===== src/rtl/makehint_ctrl.sv =====
// MakeHint controller: per-lane hint generation, beat/poly sequencing and OMEGA limit tracking.
// Optional build macro MAKEHINT_OMEGA_ABORT_EN ends a run early once the hint count exceeds OMEGA.
module makehint_ctrl #(
  parameter int K        = 8,
  parameter int OMEGA    = 75,
  parameter int REG_SIZE = 23,
  localparam int LANES   = 4,
  localparam int PIW     = (K > 1) ? $clog2(K) : 1
) (
  input  logic                      clk,
  input  logic                      reset,
  input  logic                      zeroize,
  input  logic                      start,
  input  logic                      in_valid,
  output logic                      in_ready,
  input  logic [LANES*REG_SIZE-1:0] r_in,
  input  logic [LANES-1:0]          z_neq_z_in,
  output logic                      hint_valid,
  output logic [LANES-1:0]          hint_vec,
  output logic [7:0]                coeff_idx,
  output logic [PIW-1:0]            poly_idx,
  output logic                      poly_done,
  output logic [7:0]                hint_cnt,
  output logic                      done,
  output logic                      invalid,
  output logic                      busy
);

  localparam int Q      = 8380417;
  localparam int GAMMA2 = (Q - 1) / 32;

  localparam logic [REG_SIZE-1:0] GAMMA2_R = REG_SIZE'(GAMMA2);
  localparam logic [REG_SIZE-1:0] QMG_R    = REG_SIZE'(Q - GAMMA2);
  localparam logic [8:0]          OMEGA_R  = 9'(OMEGA);
  localparam logic [PIW-1:0]      LAST_POLY = PIW'(K - 1);

  typedef enum logic [1:0] {
    IDLE,
    RUN,
    FLUSH,
    DONE
  } state_t;

  state_t state_q, state_d;

  logic [5:0]       beat_q;
  logic [PIW-1:0]   poly_q;
  logic [LANES-1:0] lane_hint;
  logic [2:0]       pop;
  logic [8:0]       cnt_sum;
  logic [7:0]       cnt_next;
  logic             over_next;
  logic             accept;
  logic             last_beat;
  logic             wrap_beat;

  for (genvar g = 0; g < LANES; g++) begin : g_lane
    logic [REG_SIZE-1:0] r_lane;
    assign r_lane       = r_in[g*REG_SIZE +: REG_SIZE];
    assign lane_hint[g] = ~((r_lane <= GAMMA2_R) | (r_lane >= QMG_R))
                        | ((r_lane == QMG_R) & z_neq_z_in[g]);
  end

  always_comb begin
    in_ready  = (state_q == RUN) & ~zeroize;
    accept    = in_ready & in_valid;
    wrap_beat = (beat_q == 6'd63);
    last_beat = wrap_beat & (poly_q == LAST_POLY);

    pop = 3'(lane_hint[0]) + 3'(lane_hint[1]) + 3'(lane_hint[2]) + 3'(lane_hint[3]);

    // Saturating accumulate; the limit flag is sticky for the rest of the run.
    cnt_sum   = {1'b0, hint_cnt} + 9'(pop);
    cnt_next  = cnt_sum[8] ? 8'hFF : cnt_sum[7:0];
    over_next = invalid | ({1'b0, cnt_next} > OMEGA_R);
  end

  always_comb begin
    state_d = state_q;
    unique case (state_q)
      IDLE:  if (start) state_d = RUN;
      RUN: begin
        if (accept) begin
          if (last_beat) begin
            state_d = FLUSH;
          end
`ifdef MAKEHINT_OMEGA_ABORT_EN
          else if (over_next) begin
            state_d = FLUSH;
          end
`endif
        end
      end
      FLUSH: state_d = DONE;
      DONE:  state_d = IDLE;
      default: state_d = IDLE;
    endcase
  end

  always_ff @(posedge clk) begin
    if (reset || zeroize) begin
      state_q    <= IDLE;
      beat_q     <= '0;
      poly_q     <= '0;
      hint_valid <= 1'b0;
      hint_vec   <= '0;
      coeff_idx  <= '0;
      poly_idx   <= '0;
      poly_done  <= 1'b0;
      hint_cnt   <= '0;
      invalid    <= 1'b0;
    end else begin
      state_q    <= state_d;
      hint_valid <= accept;
      poly_done  <= accept & wrap_beat;
      if (accept) begin
        hint_vec  <= lane_hint;
        coeff_idx <= {beat_q, 2'b00};
        poly_idx  <= poly_q;
        hint_cnt  <= cnt_next;
        invalid   <= over_next;
        beat_q    <= beat_q + 6'd1;
        if (wrap_beat) begin
          poly_q <= (poly_q == LAST_POLY) ? '0 : poly_q + PIW'(1);
        end
      end
      if ((state_q == IDLE) && start) begin
        beat_q   <= '0;
        poly_q   <= '0;
        hint_cnt <= '0;
        invalid  <= 1'b0;
      end
    end
  end

  assign done = (state_q == DONE);
  assign busy = (state_q != IDLE);

endmodule

===== config.mk =====
export PLATFORM = sky130hd
export DESIGN_NAME = makehint_ctrl
export DESIGN_NICKNAME = d
export VERILOG_FILES = /design/src/rtl/makehint_ctrl.sv
export SDC_FILE = /design/constraint.sdc
export NUM_CORES = 1
export LEC_CHECK = 0
export CAP_MARGIN = 20
export CORE_UTILIZATION = 41
export DETAILED_ROUTE_END_ITERATION = 6
export PLACE_DENSITY = 0.84
export SYNTH_ARGS = -nofsm -noshare
export SYNTH_HDL_FRONTEND = slang
export SYNTH_SLANG_ARGS = --single-unit

===== constraint.sdc =====
create_clock -name clk -period 6.68 [get_ports clk]
set_clock_uncertainty 0.15 [all_clocks]
set_input_delay 0.668 -clock clk [delete_from_list [all_inputs] [get_ports clk]]
set_output_delay 0.668 -clock clk [all_outputs]
set_load 0.01 [all_outputs]

## Yosys cells after proc, flatten, opt, wreduce, memory -nomap -nowiden

Cells that the tools add are included.

- $add $sub $neg: 6
- Eq/ne operators: 12
- Muxes and demuxes: 6
- Reduce and logical (&&, ||, !) cells: 7
- Magnitude comparators: 9
- Bitwise operators: 22

Operators with widths:

| cell | count |
|---|---|
| equality test 23 bit (second input constant) | 4 |
| greater-or-equal comparator 23 bit (second input constant) | 4 |
| <= comparator 23 x 18 -> 1 bit (second input constant) | 4 |
| adder 8 x 3 -> 9 bit | 1 |
| OR 1 bit | 9 |
| bitwise AND 1 bit | 8 |
| greater-than comparator 8 x 7 -> 1 bit (second input constant) | 1 |
| 2-to-1 mux 8 bit | 1 |
| one-hot mux 2 bit (4 select lines) | 1 |
| adder 6 x 1 -> 6 bit (second input constant) | 1 |
| equality test 6 bit (second input constant) | 1 |
| 2-to-1 mux 2 bit | 3 |
| != test 2 bit (second input constant) | 3 |
| inverter 1 bit | 5 |
| equality test 2 bit (second input constant) | 2 |
| adder 2 x 1 -> 3 bit | 1 |
| adder 3 x 1 -> 3 bit | 1 |
| adder 3 x 1 -> 3 bit (second input constant) | 1 |
| equality test 3 bit (second input constant) | 1 |
| 2-to-1 mux 3 bit | 1 |
| AND reduction 3 bit | 1 |
| adder 1 x 1 -> 2 bit | 1 |
| equality test 2 x 1 -> 1 bit (second input constant) | 1 |
| logical NOT 2 bit | 1 |
| 5 further kinds | 5 |

- Bits in registers: 35
- Output and inout port bits: 29
- Input port bits: 101

## Logic depth before layout (Yosys ltp)

- Depth in word-level cells: 11
- Gate-level depth with buffers: 14
- Mapped depth without buffers: 14

## Worst setup path after synthesis

OpenSTA, ideal clock, no wires.

- Path kind: input to register
- Start point: input port r_in[53]
- End point: register hint_cnt[3]
- Path slack: 2.424 ns
- Arrival: 3.990 ns
- Stages on the path: 14
- Library setup time: 0.116 ns
- Path buffers: 0
- Cell sequence: or4_1 > o21a_1 > nor3_1 > o22ai_1 > and2_1 > fa_1 > fa_1 > inv_1 > fa_1 > and3_1 > and2_1 > a21oi_1 > o2111ai_1 > o211a_1

- Word-level cells in the longest chain between the ends: 8

Ends and longest elaborated chain:

| element | line | RTL |
|---|---|---|
| from (decl) | 16 | `input logic [LANES*REG_SIZE-1:0] r_in,` |
| <= comparator 23 x 18 -> 1 bit or greater-or-equal comparator 23 bit (tied branches) | 60 | `assign lane_hint[g] = ~((r_lane <= GAMMA2_R) \| (r_lane >= QMG_R))` |
| OR 1 bit | 60 |  |
| inverter 1 bit | 60 |  |
| OR 1 bit (*) | 61 | `\| ((r_lane == QMG_R) & z_neq_z_in[g]);` |
| adder 2 x 1 -> 3 bit (*) | 70 | `pop = 3'(lane_hint[0]) + 3'(lane_hint[1]) + 3'(lane_hint[2]) + 3'(lane_hint[3]);` |
| adder 3 x 1 -> 3 bit (*) | 70 |  |
| adder 8 x 3 -> 9 bit (*) | 73 | `cnt_sum = {1'b0, hint_cnt} + 9'(pop);` |
| 2-to-1 mux 8 bit (*) | 74 | `cnt_next = cnt_sum[8] ? 8'hFF : cnt_sum[7:0];` |
| to (signal assigned) | 120 | `hint_cnt <= cnt_next;` |
| to (decl) | 23 | `output logic [7:0] hint_cnt,` |

Every way passes the cells marked *; elsewhere a longest branch is shown, timed or not.
A chain may end at the register's enable or synchronous reset.

## Worst setup path after layout

Ends and elaborated chain as after synthesis.

==> reports/summary.log <==
qor: clocking.path_clk_slew 0.07 ns
qor: clocking.clockBufferDepth 2
qor: yosys.synth-main-ff-cell sky130_fd_sc_hd__dfxtp_1
qor: power.power_density 146.1 nW/um2
qor: critical_path.setup.worst_path.end_class register
qor: cells_and_area.final_net_count 523
qor: cells_and_area.num_antenna_cells 0
qor: routing.drc 0
qor: yosys.area_share_of_the_largest_cell_type_after_synthesis 0.3099
qor: min_path.timing.hold.worst_endpoint coeff_idx[3]
qor: yosys.synth.most_common_cell sky130_fd_sc_hd__nand2_1
qor: place.place_hpwl 5593 um
qor: sta.final_slew_viol_count 0
qor: routing.wire_per_inst 14.15 um
qor: power.leakage 1.312 nW
qor: critical_path.worstPathCellList clkdlybuf4s50_1 > or4_1 > o21a_1 > nor3_1 > o22ai_1 > and2_1 > fa_1 > fa_1 > inv_1 > fa_1 > and3_1 > and2_1 > a21oi_1 > o2111ai_1 > o211a_1
qor: critical_path.timing.critical_path.from_type primary input
qor: clocking.numCtsBuffers 5
qor: run.maxCapViolCount 0
qor: clocking.clock_sinks 35
qor: critical_path.worst-setup-path-type in2reg
qor: yosys.synth_largest_area_cell sky130_fd_sc_hd__dfxtp_1
qor: clocking.root_buffer sky130_fd_sc_hd__clkbuf_8
qor: routing.first_drt_pass_iteration_count 4
qor: routing.route.final.wire_length 6807 um
qor: critical_path.reg2reg_end hint_cnt[3]
qor: global_routing.globalRoute.totalOverflow 0
qor: cells_and_area.area_delta_synth_final 63.64%
qor: clocking.tritoncts done
qor: sta.maxClockFrequency 0.2139 GHz
qor: critical_path.critical_path_peak_fanout 6
qor: floorplanning.core_area 5205 um2
qor: yosys.synth_enable_flop_cells 0
qor: sta.finalCritPeriodShare 0.7000
qor: clocking.holdBufCountCts 0
qor: floorplanning.site_row_count 26
qor: sta.slew_headroom 0.5799
qor: global_routing.vias_in_the_first_global_route 2646
qor: critical_path.critical_path.top_delay_family simple AND/OR/NAND/NOR gates
qor: yosys.syn-mean-instance-area 7.905 um2
qor: global_routing.wire_length_of_the_first_global_routing_pass 11830 um
qor: critical_path.rrSetupSlack 3.62 ns
qor: routing.route.vias.total 2640
qor: sta.timing.final.hold_violations 0
qor: place.gpl.final_weighted_congestion 0.8673
qor: min_path.hp-class reg2reg
qor: min_path.whs_path_depth 2
qor: routing.route.detailed.vias_per_inst 5.489
qor: global_routing.grt_max_degree 32
qor: place.port_buffer_count 127
qor: routing.antenna_left 0
qor: min_path.min_from coeff_idx[3]
qor: yosys.synthesis.yosys.warnings 0
qor: yosys.syn_area 2261 um2
qor: critical_path.timing.critical_path.from r_in[53]
qor: global_routing.grt_antenna_before_repair 0
qor: routing.drt_iter0_drc 159
qor: sta.worst_slew_pin_slew 0.6286 ns
qor: critical_path.critical_path_depth 15
qor: clocking.total_number_of_h_tree_levels 2
qor: floorplanning.fp.dieH 76.26 um
qor: sta.setup_violations 0
qor: clocking.cts_resized 0
qor: sta.tns 0 ns
qor: yosys.synth_seq_area_share 0.3099
qor: place.preCtsSetupSlack 1.752 ns
qor: critical_path.path_buf_inv 2
qor: sta.timing.final.ws_setup 2.004 ns
qor: critical_path.critical_path_required 6.71 ns
qor: critical_path.reg2regPathDepth 10
qor: clocking.worstSkewPairLatency 0.29 ns
qor: critical_path.arrival 4.71 ns
qor: critical_path.crit_path_largest_cell_delay 0.58 ns
qor: power.irDropWorstVdd 106.0 uV
qor: yosys.ys_top_cells_by_count 36 x sky130_fd_sc_hd__nand2_1, 35 x sky130_fd_sc_hd__dfxtp_1, 25 x sky130_fd_sc_hd__a21oi_1, 25 x sky130_fd_sc_hd__nor2_1
qor: floorplanning.initial_standard_cell_utilization_of_the_core 0.4344
qor: sta.grt_setup_unrepaired false
qor: yosys.postSynthRegisterBits 35
qor: cells_and_area.drive_gt1_frac 0.03650
qor: yosys.post_synth_main_area_contributors sky130_fd_sc_hd__dfxtp_1 31%, sky130_fd_sc_hd__nand2_1 6.0%, sky130_fd_sc_hd__a21oi_1 5.5%
qor: yosys.synth_async_sr_flop_share 0
qor: floorplanning.fp.dieW 76.26 um
qor: critical_path.cpMaxStageDelayCell sky130_fd_sc_hd__or4_1
qor: critical_path.worstReg2RegStart hint_cnt[0]
qor: outcome.status finished, final reports clean
qor: global_routing.grt_use_total 0.2481
qor: floorplanning.die_area 5816 um2
qor: clocking.cts.repair_timing.setup_buffer_count 0
qor: yosys.number_of_instances_in_the_synthesized_netlist 286
qor: floorplanning.io_pins 130
qor: sta.finalWorstPathRequiredPeriod 4.676 ns
qor: yosys.synth_cell_type_count 54
qor: critical_path.most_common_cell_type_on_the_critical_path sky130_fd_sc_hd__fa_1
cell type report:
class | count | area (um2)
Clock buffer | 6 | 72.57
Clock inverter | 2 | 60.06
Fill cell | 428 | 1505
Inverter | 12 | 45.04
Multi-Input combinational cell | 229 | 1463
Sequential cell | 35 | 700.7
Tap cell | 70 | 87.58
Timing Repair Buffer | 127 | 1271
worst reg2reg max path, stage by stage, from the launching register on:
cell and delay, ns:
sky130_fd_sc_hd__dfxtp_1 0.33, sky130_fd_sc_hd__inv_1 0.08, sky130_fd_sc_hd__fa_1 0.57, sky130_fd_sc_hd__fa_1 0.20, sky130_fd_sc_hd__inv_1 0.06, sky130_fd_sc_hd__fa_1 0.46
sky130_fd_sc_hd__and3_1 0.26, sky130_fd_sc_hd__and2_1 0.21, sky130_fd_sc_hd__a21oi_1 0.33, sky130_fd_sc_hd__o2111ai_1 0.17, sky130_fd_sc_hd__o211a_1 0.15
report_power, final:
| part | switching, W | total, W | internal [W] |
|---|---|---|---|
| clock | 0.0000776 | 0.000227 | 0.000149 |
| sequential | 0.000000853 | 0.000210 | 0.000210 |
| combinational | 0.0000374 | 0.000103 | 0.0000661 |
| total | 0.000116 | 0.000541 | 0.000425 |
placed cells by master, fill, tap and decap left out, drive strengths merged, types with 7 or more instances in the layout:
cell type	instances
o21ai	10
a21oi	25
nand4	12
nand2	36
inv	12
nor3	9
nand3	9
clkdlybuf4s50	127
nor4	7
ha	9
or4	12
nor2	25
dfxtp	35
logic make-up after synthesis:
group,share of synthesized area
XOR/XNOR,0.01550
AND/OR/NAND/NOR,0.3387
other,0.001659
flip-flops,0.3099
adder cells (fa/ha/maj),0.07637
buffers and inverters,0.04482
multiplexers,0.01771
AO/OA/AOI/OAI,0.1953
flip-flops by register name (all words and copies together) (netlist names):
signal and count:
beat_q 6, invalid 1, poly_idx 3, state_q 2, hint_vec 4, poly_q 3, hint_cnt 8, hint_valid 1
poly_done 1, coeff_idx 6
worst max path at each step:
stage             endpoint  slack [ns]
5_1_grt        hint_cnt[3]        1.77
3_3_place_gp   hint_cnt[3]        1.83
2_1_floorplan  hint_cnt[3]        2.42
3_5_place_dp   hint_cnt[3]        1.75
4_1_cts        hint_cnt[3]        2.04
6_report       hint_cnt[3]        2.00
metal layers:
layer  vias up  GRT usage  share of wire
li1       1309          -              -
met1      1230     0.2807           0.40
met2        82     0.4550           0.53
met3        19    0.04431          0.038
met4         0     0.1019          0.027
met5         -          0              0
through the flow:
step	utilization	std cells	total power (W)	hold WS (ns)	cell area (um2)
after floorplan	-	287	0.0002455	0.2959	2265
after global placement	0.6853	473	0.0003140	0.2968	3567
after detailed placement	0.6853	473	0.0003178	0.3008	3567
after CTS	0.7108	481	0.0005419	0.3133	3700
after global routing	0.7108	481	0.0005625	0.3319	3700
final	0.7108	481	0.0005407	0.3114	3700
No activity file was read; power rests on OpenSTA's default activity.
